### config.mk
export PLATFORM = sky130hd
export DESIGN_NAME = wb_slave_arbiter
export DESIGN_NICKNAME = d
export VERILOG_FILES = /design/src/rtl/wb_arb_pkg.sv /design/src/rtl/wb_rr_picker.sv /design/src/rtl/wb_slave_arbiter.sv
export SDC_FILE = /design/constraint.sdc
export NUM_CORES = 1
export LEC_CHECK = 0
export ABC_CLOCK_PERIOD_IN_PS = 3800
export BUFFER_PORTS_ARGS = -buffer_cell sky130_fd_sc_hd__buf_4
export CORE_AREA = 8 8 435 437
export DETAILED_ROUTE_END_ITERATION = 6
export DIE_AREA = 0 0 443 445
export GPL_ROUTABILITY_DRIVEN = 0
export GPL_TIMING_DRIVEN = 0
export PLACE_DENSITY = 0.3
export SKIP_CTS_REPAIR_TIMING = 1
export SLEW_MARGIN = 0
export SYNTH_ARGS = -nofsm -noshare
export SYNTH_HDL_FRONTEND = slang
export SYNTH_SLANG_ARGS = --single-unit
### constraint.sdc
create_clock -name clk -period 3.8 [get_ports clk]
set_clock_uncertainty 0.2 [all_clocks]
set_input_delay 0 -clock clk [delete_from_list [all_inputs] [get_ports clk]]
set_output_delay 0 -clock clk [all_outputs]
set_load 0.1 [all_outputs]
### src/rtl/wb_arb_pkg.sv
// Shared types and helpers for the Wishbone slave-port arbiter.
// Arbiter FSM states, master-count limits and a one-hot to index encoder.
package wb_arb_pkg;

    typedef enum logic [1:0] {
        IDLE  = 2'd0,
        BUSY  = 2'd1,
        ABORT = 2'd2,
        DRAIN = 2'd3
    } arb_state_e;

    localparam int MIN_MASTERS = 2;
    localparam int MAX_MASTERS = 8;
    localparam int MAX_IDX_W   = 3;

    // OR-reduction encoder: assumes at most one bit set, returns 0 for an all-zero input.
    function automatic logic [MAX_IDX_W-1:0] onehot2idx(input logic [MAX_MASTERS-1:0] oh);
        logic [MAX_IDX_W-1:0] idx;
        idx = '0;
        for (int i = 0; i < MAX_MASTERS; i++) begin
            if (oh[i]) begin
                idx = idx | MAX_IDX_W'(i);
            end
        end
        return idx;
    endfunction

endpackage

### src/rtl/wb_rr_picker.sv
// Round-robin pick: the first requester at or after ptr wins, as a one-hot vector.
// Purely combinational, zero latency; no flow control of its own.
module wb_rr_picker #(
    parameter int NUM_MASTERS = 4,
    parameter int IDX_W       = 2
) (
    input  logic [NUM_MASTERS-1:0] req,
    input  logic [IDX_W-1:0]       ptr,
    output logic [NUM_MASTERS-1:0] gnt
);

    function automatic logic [IDX_W-1:0] slot(input logic [IDX_W-1:0] base, input int offs);
        int pos;
        pos = int'(base) + offs;
        if (pos >= NUM_MASTERS) begin
            pos = pos - NUM_MASTERS;
        end
        return IDX_W'(pos);
    endfunction

    always_comb begin
        gnt = '0;
        for (int i = 0; i < NUM_MASTERS; i++) begin
            if (gnt == '0 && req[slot(ptr, i)]) begin
                gnt[slot(ptr, i)] = 1'b1;
            end
        end
    end

endmodule

### src/rtl/wb_slave_arbiter.sv
// Round-robin share of one Wishbone B4 classic slave port; grant held per bus cycle and LOCK.
// Grant one cycle after CYC, muxes combinational; stalls are bounded by a watchdog abort.
module wb_slave_arbiter
    import wb_arb_pkg::*;
#(
    parameter int NUM_MASTERS = 4,
    parameter int ADR_W       = 64,
    parameter int DAT_W       = 64,
    parameter int TAG_W       = 16,
    parameter int TIMEOUT     = 256,
    localparam int SEL_W      = DAT_W / 8
) (
    input  logic                         clk,
    input  logic                         rst,

    input  logic [NUM_MASTERS-1:0]       m_cyc_i,
    input  logic [NUM_MASTERS-1:0]       m_stb_i,
    input  logic [NUM_MASTERS-1:0]       m_we_i,
    input  logic [NUM_MASTERS-1:0]       m_lock_i,
    input  logic [NUM_MASTERS*ADR_W-1:0] m_adr_i,
    input  logic [NUM_MASTERS*DAT_W-1:0] m_dat_i,
    input  logic [NUM_MASTERS*SEL_W-1:0] m_sel_i,
    input  logic [NUM_MASTERS*TAG_W-1:0] m_tga_i,
    input  logic [NUM_MASTERS*TAG_W-1:0] m_tgc_i,
    input  logic [NUM_MASTERS*TAG_W-1:0] m_tgd_i,
    output logic [NUM_MASTERS-1:0]       m_ack_o,
    output logic [NUM_MASTERS-1:0]       m_err_o,
    output logic [NUM_MASTERS-1:0]       m_rty_o,
    output logic [DAT_W-1:0]             m_dat_o,
    output logic [TAG_W-1:0]             m_tgd_o,

    output logic                         s_cyc_o,
    output logic                         s_stb_o,
    output logic                         s_we_o,
    output logic                         s_lock_o,
    output logic [ADR_W-1:0]             s_adr_o,
    output logic [DAT_W-1:0]             s_dat_o,
    output logic [SEL_W-1:0]             s_sel_o,
    output logic [TAG_W-1:0]             s_tga_o,
    output logic [TAG_W-1:0]             s_tgc_o,
    output logic [TAG_W-1:0]             s_tgd_o,
    input  logic                         s_ack_i,
    input  logic                         s_err_i,
    input  logic                         s_rty_i,
    input  logic [DAT_W-1:0]             s_dat_i,
    input  logic [TAG_W-1:0]             s_tgd_i,

    output logic [NUM_MASTERS-1:0]       grant_o,
    output logic                         timeout_o
);

    localparam int IDX_W = $clog2(NUM_MASTERS);
    localparam int WDG_W = (TIMEOUT > 2) ? $clog2(TIMEOUT) : 1;
    localparam logic [WDG_W-1:0] WDG_LAST = WDG_W'((TIMEOUT > 0) ? TIMEOUT - 1 : 0);
    localparam bit WDG_EN = (TIMEOUT > 0);

    if (NUM_MASTERS < MIN_MASTERS || NUM_MASTERS > MAX_MASTERS) begin : g_bad_cfg
        $error("wb_slave_arbiter: NUM_MASTERS out of range");
    end

    typedef struct packed {
        logic             cyc;
        logic             stb;
        logic             we;
        logic             lock;
        logic [ADR_W-1:0] adr;
        logic [DAT_W-1:0] dat;
        logic [SEL_W-1:0] sel;
        logic [TAG_W-1:0] tga;
        logic [TAG_W-1:0] tgc;
        logic [TAG_W-1:0] tgd;
    } req_t;

    req_t                   req [NUM_MASTERS];
    req_t                   cur;
    arb_state_e             state;
    logic [NUM_MASTERS-1:0] grant;
    logic [NUM_MASTERS-1:0] pick;
    logic [IDX_W-1:0]       ptr;
    logic [IDX_W-1:0]       ptr_nxt;
    logic [IDX_W-1:0]       gidx;
    logic [IDX_W-1:0]       pick_idx;
    logic [WDG_W-1:0]       wdg_cnt;
    logic                   busy;
    logic                   abort;
    logic                   release_ok;
    logic                   ack_v;
    logic                   err_v;
    logic                   rty_v;
    logic                   term;
    logic                   wdg_fire;

    for (genvar k = 0; k < NUM_MASTERS; k++) begin : g_unpack
        assign req[k] = '{
            cyc:  m_cyc_i[k],
            stb:  m_stb_i[k],
            we:   m_we_i[k],
            lock: m_lock_i[k],
            adr:  m_adr_i[k*ADR_W +: ADR_W],
            dat:  m_dat_i[k*DAT_W +: DAT_W],
            sel:  m_sel_i[k*SEL_W +: SEL_W],
            tga:  m_tga_i[k*TAG_W +: TAG_W],
            tgc:  m_tgc_i[k*TAG_W +: TAG_W],
            tgd:  m_tgd_i[k*TAG_W +: TAG_W]
        };
    end

    wb_rr_picker #(
        .NUM_MASTERS (NUM_MASTERS),
        .IDX_W       (IDX_W)
    ) u_picker (
        .req (m_cyc_i),
        .ptr (ptr),
        .gnt (pick)
    );

    assign gidx     = IDX_W'(onehot2idx(MAX_MASTERS'(grant)));
    assign pick_idx = IDX_W'(onehot2idx(MAX_MASTERS'(pick)));
    assign ptr_nxt  = (pick_idx == IDX_W'(NUM_MASTERS - 1)) ? '0 : pick_idx + 1'b1;
    assign cur      = req[gidx];

    assign busy       = (state == BUSY);
    assign abort      = (state == ABORT);
    assign release_ok = ~cur.cyc & ~cur.lock;
    assign grant_o    = grant;

    // Everything slave-facing is forced low outside BUSY, which also covers ABORT, DRAIN and reset.
    assign s_cyc_o  = busy & cur.cyc;
    assign s_stb_o  = busy & cur.stb;
    assign s_we_o   = busy & cur.we;
    assign s_lock_o = busy & cur.lock;
    assign s_adr_o  = busy ? cur.adr : '0;
    assign s_dat_o  = busy ? cur.dat : '0;
    assign s_sel_o  = busy ? cur.sel : '0;
    assign s_tga_o  = busy ? cur.tga : '0;
    assign s_tgc_o  = busy ? cur.tgc : '0;
    assign s_tgd_o  = busy ? cur.tgd : '0;

    assign ack_v = s_cyc_o & s_ack_i;
    assign err_v = s_cyc_o & s_err_i;
    assign rty_v = s_cyc_o & s_rty_i;
    assign term  = ack_v | err_v | rty_v;

    assign m_ack_o = grant & {NUM_MASTERS{ack_v}};
    assign m_err_o = grant & {NUM_MASTERS{err_v | abort}};
    assign m_rty_o = grant & {NUM_MASTERS{rty_v}};
    assign m_dat_o = busy ? s_dat_i : '0;
    assign m_tgd_o = busy ? s_tgd_i : '0;

    // A termination in the expiry cycle clears term-gated fire, so the transfer completes normally.
    assign wdg_fire = WDG_EN && busy && s_stb_o && !term && (wdg_cnt == WDG_LAST);

    always_ff @(posedge clk or negedge rst) begin
        if (!rst) begin
            state     <= IDLE;
            grant     <= '0;
            ptr       <= '0;
            wdg_cnt   <= '0;
            timeout_o <= 1'b0;
        end else begin
            timeout_o <= 1'b0;
            case (state)
                IDLE: begin
                    wdg_cnt <= '0;
                    if (|m_cyc_i) begin
                        state <= BUSY;
                        grant <= pick;
                        ptr   <= ptr_nxt;
                    end
                end
                BUSY: begin
                    if (wdg_fire) begin
                        state     <= ABORT;
                        timeout_o <= 1'b1;
                        wdg_cnt   <= '0;
                    end else begin
                        wdg_cnt <= (s_stb_o && !term) ? wdg_cnt + 1'b1 : '0;
                        if (release_ok) begin
                            state <= IDLE;
                            grant <= '0;
                        end
                    end
                end
                ABORT: begin
                    state <= DRAIN;
                end
                DRAIN: begin
                    if (release_ok) begin
                        state <= IDLE;
                        grant <= '0;
                    end
                end
                default: begin
                    state <= IDLE;
                    grant <= '0;
                end
            endcase
        end
    end

endmodule

==> results.json, run 1 <==
{
  "synth_xor_area_frac": 0.00213,
  "wl_per_cell_um": 29.9,
  "fillers": 21300,
  "clock_path_buffers": 2,
  "layout-drive-gt1-share": 0.571,
  "end_kind": "primary output",
  "tritoncts": "done",
  "crit_top_cell": "buf_4",
  "die_w_um": 443,
  "dp_hpwl_um": 132000,
  "initial_core_util": 0.0452,
  "antenna_found_initial": 24,
  "synth.mux.area_fraction": 0.0184,
  "portBuffers": 1121,
  "synth-seq-cells": 17,
  "hold_class": "in -> reg",
  "crit_buf_inv": 4,
  "cp.arrival_ps": 3540,
  "final_common_cell": "buf_4",
  "yosys_warnings": 0,
  "max-slew-margin-rel": 0.275,
  "via_per_inst": 3.25,
  "path_delay_family": "buffers and inverters",
  "layout_common_cells": "buf_4 (1123), nand2_1 (384), nor2b_1 (187)",
  "regArea_um2": 428,
  "yosys_most_used_dff": "dfrtp_1",
  "io_pins": 1122,
  "slew_violations": 0,
  "overflow": 0,
  "whs_ps": -41.4,
  "htree_num_levels": 1,
  "grt_pass1_wl_um": 182000,
  "path_clk_slew_ps": 60,
  "vias": 15800,
  "post-route-util": 0.117,
  "cts_root_buffer": "clkbuf_16",
  "multi_input_area_um2": 8500,
  "drt-total-wl_um": 146000,
  "syn_area_per_cell_um2": 6.14,
  "status": "finished with violations",
  "dieArea_um2": 197000,
  "setup_violations": 0,
  "fmax_mhz": 268,
  "yosys.area_share.adder": 0.0137,
  "first_iter_violations": 1123,
  "nets": 3314,
  "drc": 0,
  "syn-num-nets": 2186,
  "cts_made_buffers": 3,
  "cp-start-kind": "register",
  "synth_top_family_by_area": "compound AO/OA/AOI/OAI gates",
  "synth-edff-count": 0,
  "violations": "hold timing",
  "grt_pass1_vias": 16800,
  "hold_viol": 18,
  "cp_cell_sequence": "clkbuf_4 -> nor2_4 -> buf_4 -> clkbuf_1 -> nand2_1 -> a311oi_2 -> buf_4",
  "criticalPathCategory": "reg -> out",
  "cap_viol_max_count": 0,
  "grt_max_degree": 18,
  "synth_seq_area_share": 0.0517,
  "drt-pass1-iter-count": 5,
  "cp_slowest_cell": "a311oi_2",
  "antenna_left": 0,
  "rsz0062_at_grt": "false",
  "synth-compound-area-share": 0.421,
  "r2r_setup_slack_ps": 350,
  "cts.sinks": 17,
  "core_um2": 182000,
  "synth_area_um2": 8230,
  "clock_latency_ps": 260,
  "track_usage": 0.138,
  "rows": 157,
  "die_h_um": 445,
  "area_growth_pct": 158,
  "critPathMaxStageDelay_ps": 610,
  "worstPathMaxFanout": 11,
  "crit_required_ps": 3600,
  "fin_crit_sh": 0.983,
  "worst_pin_slew_ps": 1090,
  "synth.distinct_cells": 53,
  "postSynthCellCount": 1340,
  "async_flop_share": 1.00,
  "fin_crit_ps": 3740,
  "synthSimpleGateAreaFrac": 0.416
}
cells in the mapped netlist, types with 3 or more instances:
library cell  count  area (µm²)
a21oi_1           4        20.0
and3_1           13        81.3
a221o_1           4        40.0
nand2b_1          3        18.8
ha_1              9         113
mux2_2            5        56.3
a21o_1            4        30.0
mux2i_1           5        50.1
o21a_1            3        22.5
inv_1             8        30.0
buf_1            12        45.0
nand3_1           3        15.0
nor4_1            5        31.3
a211oi_1        190        1430
nand2_1         384        1440
and2_1           80         500
a311oi_1        186        1630
clkbuf_1        141         529
or3_1             5        31.3
nor2_1           11        41.3
o31ai_1           4        30.0
dfrtp_1          17         425
nor3_1            5        25.0
nor2b_1         191        1190
o21ai_0          11        55.1
buf_2             3        15.0
cell type report:
class	count	share of cell area
well taps	2385	0.141
diodes	16	0.00189
clock buffers	3	0.00354
multi-input cells	1157	0.401
inverters	9	0.00159
flip-flops and latches	17	0.0202
plain buffers	157	0.0338
clock inverters	1	0.000236
repair buffers	1123	0.398
worst register-to-register path, stage by stage (launching register included):
cell,delay (ps)
dfrtp_1,430
buf_2,270
inv_1,150
ha_1,410
mux4_2,610
a2111o_1,400
a22oi_1,290
a21o_1,180
nor4_1,90
a221o_1,300
routing by layer:
layer	up-vias	routed length, µm	GRT usage
met4	8	1960	0.0179
met2	724	74000	0.248
met3	68	13300	0.0488
met1	7758	56500	0.160
met5	-	45	0
li1	7268	-	-
metrics by stage:
| step | instances | setup TNS [ps] | area (µm²) | hold WS [ps] | setup WS, ps |
|---|---|---|---|---|---|
| 6_report | 4868 | 0 | 21200 | -41.4 | 63.7 |
| 5_1_grt | 4856 | 0 | 21200 | 4.65 | 2.54 |
| 4_1_cts | 4851 | -248520 | 20900 | -576 | -2320 |
| 3_5_place_dp | 4847 | -193840 | 20900 | -299 | -2030 |
| 3_3_place_gp | 4846 | -238340 | 20800 | -300 | -2020 |
| 2_1_floorplan | 1340 | -1850 | 9420 | -496 | -793 |
kinds of logic after synthesis:
kind of cell	Yosys count
compound gates	428
xor+xnor	2
fa+ha+maj	9
buf+inv	166
flops	17
mux	12
simple gates	706
registers in the layout, summed over array words and instances, names as in the netlist:
register and count:
ptr 2, state 2, timeout_o 1, wdg_cnt 8
grant_o 4
worst paths after layout:
path	endpoint	cells after the start	from
worst min register to register	wdg_cnt[4]$_DFFE_PN0P_	1	wdg_cnt[4]$_DFFE_PN0P_
worst max register to register	grant_o[3]$_DFFE_PN0P_	9	ptr[0]$_DFFE_PN0P_
worst min-delay path	state[0]$_DFFE_PN0P_	4	m_cyc_i[0]
min in group asynchronous	timeout_o$_DFF_PN0_	2	rst
max in group asynchronous	grant_o[3]$_DFFE_PN0P_	2	rst
worst max-delay path	s_adr_o[55]	7	grant_o[1]$_DFFE_PN0P_
Power of run 1 is left out: the tool's default activity adds up to more than one toggle a clock period on the data nets, which glitch-free logic cannot reach.
==> run 2, diff against run 1 <==
--- a/config.mk
+++ b/config.mk
@@ -9,8 +9,8 @@
 export BUFFER_PORTS_ARGS = -buffer_cell sky130_fd_sc_hd__buf_4
-export CORE_AREA = 8 8 435 437
+export CORE_AREA = 8 8 428 430
+export CTS_BUF_LIST = sky130_fd_sc_hd__clkbuf_4 sky130_fd_sc_hd__clkbuf_8
 export DETAILED_ROUTE_END_ITERATION = 6
-export DIE_AREA = 0 0 443 445
+export DIE_AREA = 0 0 436 438
 export GPL_ROUTABILITY_DRIVEN = 0
 export GPL_TIMING_DRIVEN = 0
-export PLACE_DENSITY = 0.3
 export SKIP_CTS_REPAIR_TIMING = 1
--- a/constraint.sdc
+++ b/constraint.sdc
@@ -4,2 +4,2 @@
 set_output_delay 0 -clock clk [all_outputs]
-set_load 0.1 [all_outputs]
+set_load 0.01 [all_outputs]
==> run 2 against run 1 <==
Against the previous run: the flow now finishes without violations; die area shrank 3.1%; sequential share of layout area grew 0.11 points; flip-flop and latch count is the same; critical path depth is the same; global-route usage grew 0.38 points; cell count shrank 0.27%; worst hold slack gained 58 ps.
==> results.json, run 2 (synthesis results as in run 1) <==
{
  "dieArea_um2": 191000,
  "layout_common_cells": "buf_4 (1124), nand2_1 (384), nor2b_1 (191)",
  "end_kind": "primary output",
  "hold_viol": 0,
  "portBuffers": 1121,
  "die_w_um": 436,
  "die_h_um": 438,
  "cp-start-kind": "register",
  "grt_max_degree": 18,
  "core_um2": 177000,
  "largest_reg_flops": 8,
  "crit_required_ps": 3600,
  "hold_class": "in -> async",
  "largest-register": "wdg_cnt",
  "fin_crit_ps": 3660,
  "io_pins": 1122,
  "clock_latency_ps": 250,
  "grt_pass1_wl_um": 179000,
  "cp.arrival_ps": 3460,
  "max-slew-margin-rel": 0.202,
  "htree_num_levels": 1,
  "power.density_nw_per_um2": 994,
  "post-route-cell-area_um2": 20100,
  "ir_drop_v": 0.000438,
  "initial_core_util": 0.0465,
  "cts_made_buffers": 3,
  "fmax_mhz": 273,
  "track_usage": 0.141,
  "vias": 17000,
  "place_area_um2": 19600,
  "fin_crit_sh": 0.964,
  "layout-drive-gt1-share": 0.495,
  "dp_hpwl_um": 134000,
  "clock_path_buffers": 2,
  "worst_pin_slew_ps": 1200,
  "wl_per_cell_um": 30.2,
  "tns_ps": 0,
  "antenna_found_initial": 76,
  "grt_pass1_vias": 16700,
  "antenna_left": 0,
  "drc": 0,
  "path_clk_slew_ps": 60,
  "rows": 155,
  "final_common_cell": "buf_4",
  "tritoncts": "done",
  "slew_violations": 0,
  "via_per_inst": 3.49,
  "cts_root_buffer": "clkbuf_8",
  "whs_ps": 16.4,
  "status": "complete, no violations",
  "nets": 3318,
  "area_growth_pct": 144,
  "p_leak_nw": 8.48,
  "worstPathMaxFanout": 10,
  "overflow": 0,
  "criticalPathCategory": "reg -> out",
  "setup_violations": 0,
  "cts.sinks": 17,
  "first_iter_violations": 1643,
  "cap_viol_max_count": 0,
  "drt-total-wl_um": 147000,
  "drt-pass1-iter-count": 7
}
## run 2: cell count changes in the layout (fill, tap and decap cells not counted), moves of 4 or more
cell      change
buf_2         -6
clkbuf_1     +24
clkbuf_4      -4
a311oi_2    -154
a211oi_1      -4
diode_2      +13
a311oi_1    +162
clkbuf_2     -15
a311oi_4      -8
nor2b_1       +4
a211oi_2      +5
## run 2: final cells by class
class                           instances  area [µm²]
Antenna cell                           29        72.6
Buffer                                157         671
Clock buffer                            4        48.8
Fill cell                           20700      157000
Inverter                                9        33.8
Multi-Input combinational cell       1157        7380
Sequential cell                        17         427
Tap cell                             2355        2950
Timing Repair Buffer                 1127        8480
## run 2: path summary, 6_finish.rpt
kind / start / to / slack (ps) / depth (start not counted)
max: grant_o[1]$_DFFE_PN0P_ / s_dat_o[57] / 140 / 7
min: rst / wdg_cnt[0]$_DFFE_PN0P_ / 20 / 2
max reg2reg: grant_o[3]$_DFFE_PN0P_ / grant_o[3]$_DFFE_PN0P_ / 240 / 8
min reg2reg: wdg_cnt[0]$_DFFE_PN0P_ / wdg_cnt[0]$_DFFE_PN0P_ / 330 / 1
max in group asynchronous: rst / grant_o[2]$_DFFE_PN0P_ / 3170 / 2
min in group clk: s_dat_i[41] / m_dat_o[41] / 90 / 3
## run 2: critical path: stages, from the launching register on
cell	delay, ps
dfrtp_1	380
buf_2	270
nor2_4	410
clkbuf_4	540
buf_1	620
nand2_1	140
a311oi_2	570
buf_4	240
## run 2: routing by layer
metal  vias to the layer above  GRT usage  wire length [µm]
met5                         -    0.00579               364
met4                        36     0.0374              4870
met3                       224     0.0701             18900
met2                      1325      0.236             68400
met1                      8092      0.160             54200
li1                       7288          -                 -
## run 2: stage by stage
stage / std cells / worst slack [ps] / util / power [W]
after floorplan: 1340 / 762 / - / 0.00750
after global placement: 4816 / -2300 / 0.111 / 0.0198
after detailed placement: 4819 / -2530 / 0.111 / 0.0199
after CTS: 4823 / -2810 / 0.111 / 0.0201
after global routing: 4836 / -9.18 / 0.113 / 0.0213
final: 4855 / 137 / 0.113 / 0.0199
## run 2: power breakdown
group | internal, W | switching (W)
clock network | 0.0000813 | 0.0000570
registers | 0.000220 | 0.0000845
logic | 0.00600 | 0.0135
No activity file was read; power rests on OpenSTA's default activity.
==> run 3, diff against run 2 <==
- ABC_AREA: unset -> 1
- CORE_AREA: 8 8 428 430 -> 8 8 429 431
- DIE_AREA: 0 0 436 438 -> 0 0 437 439
- RECOVER_POWER: unset -> 50
- SETUP_SLACK_MARGIN: unset -> 0.5
==> run 3 against run 2 <==
Against the previous run: the run now ends with DRC left; worst hold slack improved by 53 ps; area after synthesis increased by 0.41%; sequential share of layout area about the same; synthesized cell count increased by 36%.
==> results.json, run 3 <==
{
  "io_pins": 1122,
  "syn_area_per_cell_um2": 4.52,
  "fin_crit_ps": 3510,
  "layout-drive-gt1-share": 0.378,
  "synth_area_leader_cell": "nor2_1",
  "grt_pass1_wl_um": 215000,
  "cts_root_buffer": "clkbuf_8",
  "synth_top_family_by_area": "simple AND/OR/NAND/NOR gates",
  "r2r_cells": 11,
  "initial_core_util": 0.0466,
  "yosysMostFrequentCell": "nor2_1",
  "rows": 155,
  "clock_latency_ps": 250,
  "die_h_um": 439,
  "hold_viol": 0,
  "cp.arrival_ps": 3310,
  "vias": 19300,
  "antenna_found_initial": 105,
  "cts_made_buffers": 3,
  "nets": 3811,
  "fin_crit_sh": 0.924,
  "switching_share": 0.722,
  "multi_input_area_um2": 6900,
  "synthSimpleGateAreaFrac": 0.447,
  "syn-num-nets": 2673,
  "overflow": 0,
  "tritoncts": "done",
  "cp_slowest_cell": "buf_2",
  "min_path_cells": 5,
  "clkPwrFrac": 0.009,
  "synth.distinct_cells": 32,
  "yosysTopAreaCellShare": 0.384,
  "cp-start-kind": "register",
  "worstPathMaxFanout": 11,
  "hold_class": "in -> reg",
  "dp_slack_ps": -844,
  "crit_required_ps": 3600,
  "fmax_mhz": 285,
  "critPathMaxStageDelay_ps": 560,
  "dieArea_um2": 192000,
  "synth-compound-area-share": 0.357,
  "synth.mux.area_fraction": 0,
  "antenna_left": 0,
  "synth-edff-count": 0,
  "placed_cells": 5308,
  "grt_pass1_vias": 17900,
  "crit_top_cell": "buf_4",
  "sequentialPowerShare": 0.017,
  "drt-pass1-iter-count": 7,
  "ys_top_cells_by_count": "nor2_1 (845), o21ai_0 (373), a21oi_1 (189), clkbuf_1 (129), inv_1 (113)",
  "clock_path_buffers": 2,
  "first_iter_violations": 2648,
  "htree_num_levels": 1,
  "setup_violations": 0,
  "slew_violations": 0,
  "wl_per_cell_um": 33.9,
  "largest-register": "wdg_cnt",
  "synth_area_um2": 8260,
  "layout_common_cells": "buf_4 (1003), nor2_1 (828), o21ai_0 (361)",
  "yosys_warnings": 0,
  "criticalPathCategory": "reg -> out",
  "violations": "DRC",
  "path_clk_slew_ps": 70,
  "regArea_um2": 425,
  "cts.sinks": 17,
  "synth-seq-cells": 17,
  "max-slew-margin-rel": 0.110,
  "whs_ps": 69.7,
  "largest_reg_flops": 8,
  "power.density_nw_per_um2": 814,
  "die_w_um": 437,
  "synth_xor_area_frac": 0.00530,
  "track_usage": 0.175,
  "cp_cell_sequence": "buf_4 -> nor2_4 -> inv_1 -> buf_4 -> buf_2 -> o21ai_0 -> a21oi_1 -> buf_4",
  "postSynthCellCount": 1827,
  "dp_hpwl_um": 168000,
  "p_comb_frac": 0.974,
  "final_cell_count_no_fill": 5361,
  "r2r_start": "grant_o[1]$_DFFE_PN0P_",
  "async_flop_share": 1.00,
  "crit_start": "grant_o[1]$_DFFE_PN0P_",
  "cap_viol_max_count": 0,
  "rsz0062_at_grt": "true",
  "setup_ws_ps": 290,
  "yosys.area_share.adder": 0.0136,
  "portBuffers": 1121,
  "p_sw_w": 0.0116,
  "synth_seq_area_share": 0.0515,
  "ir_drop_v": 0.000251,
  "end_kind": "primary output",
  "status": "finished with violations",
  "drc": 60,
  "final_common_cell": "buf_4",
  "fillers": 21100,
  "grt_max_degree": 18,
  "via_per_inst": 3.60,
  "area_growth_pct": 138,
  "drt-total-wl_um": 182000,
  "yosys_most_used_dff": "dfrtp_1",
  "worstHoldStart": "m_cyc_i[2]",
  "yosys-top-cells-area": "nor2_1 (38%), o21ai_0 (23%), a21oi_1 (11%)",
  "power.internal_w": 0.00446,
  "p_leak_nw": 8.89,
  "worst_pin_slew_ps": 1330,
  "core_um2": 177000
}
[run 3: cell types whose count changed after synthesis, moves of 105 or more]
cell      before  now
o21ai_0       11  373
nand2_1      384   43
a311oi_1     186    0
a21oi_1        4  189
inv_1          8  113
nor2_1        11  845
nor2b_1      191    0
a211oi_1     190    0
[run 3: layout make-up]
type                       instances  area share
buffer                           152      0.0363
multi-input combinational       1537       0.351
sequential                        17      0.0216
inverter                         121      0.0231
clock buffer                       3     0.00210
tap                             2355       0.150
antenna                           42     0.00534
clock inverter                     1    0.000254
timing repair buffer            1133       0.411
[run 3: kinds of logic after synthesis]
logic type,count (synthesis)
AND/OR/NAND/NOR,942
AO/OA/AOI/OAI,581
buffers and inverters,273
flip-flops,17
adder cells (fa/ha/maj),9
XOR/XNOR,5
[run 3: path summary, 6_finish.rpt]
kind / slack (ps) / endpoint
setup / recovery: 290 / s_adr_o[58]
setup reg to reg: 320 / grant_o[1]$_DFFE_PN0P_
hold / removal: 70 / state[0]$_DFFE_PN0P_
max in group asynchronous: 2410 / ptr[1]$_DFFE_PN0P_
min in group asynchronous: 330 / timeout_o$_DFF_PN0_
hold reg to reg: 370 / wdg_cnt[1]$_DFFE_PN0P_
[run 3: critical path, delay by kind of cell (launching register included)]
kind	cells	cell delay, ps
buffers and inverters	5	2010
flip-flops	1	370
AND/OR/NAND/NOR	1	100
AO/OA/AOI/OAI	2	500
[run 3: power by group through the flow]
stage	sequential, W	clock, W	combinational (W)
6_report	0.000273	0.000138	0.0156
4_1_cts	0.000271	0.000141	0.0162
2_1_floorplan	0.000265	0	0.00536
3_3_place_gp	0.000271	0	0.0160
3_5_place_dp	0.000274	0	0.0162
5_1_grt	0.000277	0.000152	0.0164
[run 3: routing by layer]
metal  GRT usage  up-vias  share of wire
li1            -     8192              -
met3      0.0865      353           0.12
met1       0.167     9057           0.32
met5     0.00655        -         0.0052
met4      0.0517       56          0.040
met2       0.327     1621           0.52
[run 3: stage by stage]
step	power [W]	util	instance area [µm²]	TNS (ps)
6_report	0.0160	0.111	19700	0
5_1_grt	0.0169	0.111	19600	0
4_1_cts	0.0166	0.111	19800	-53880
3_5_place_dp	0.0164	0.111	19700	-19050
3_3_place_gp	0.0163	0.111	19600	-167320
2_1_floorplan	0.00562	-	8260	0
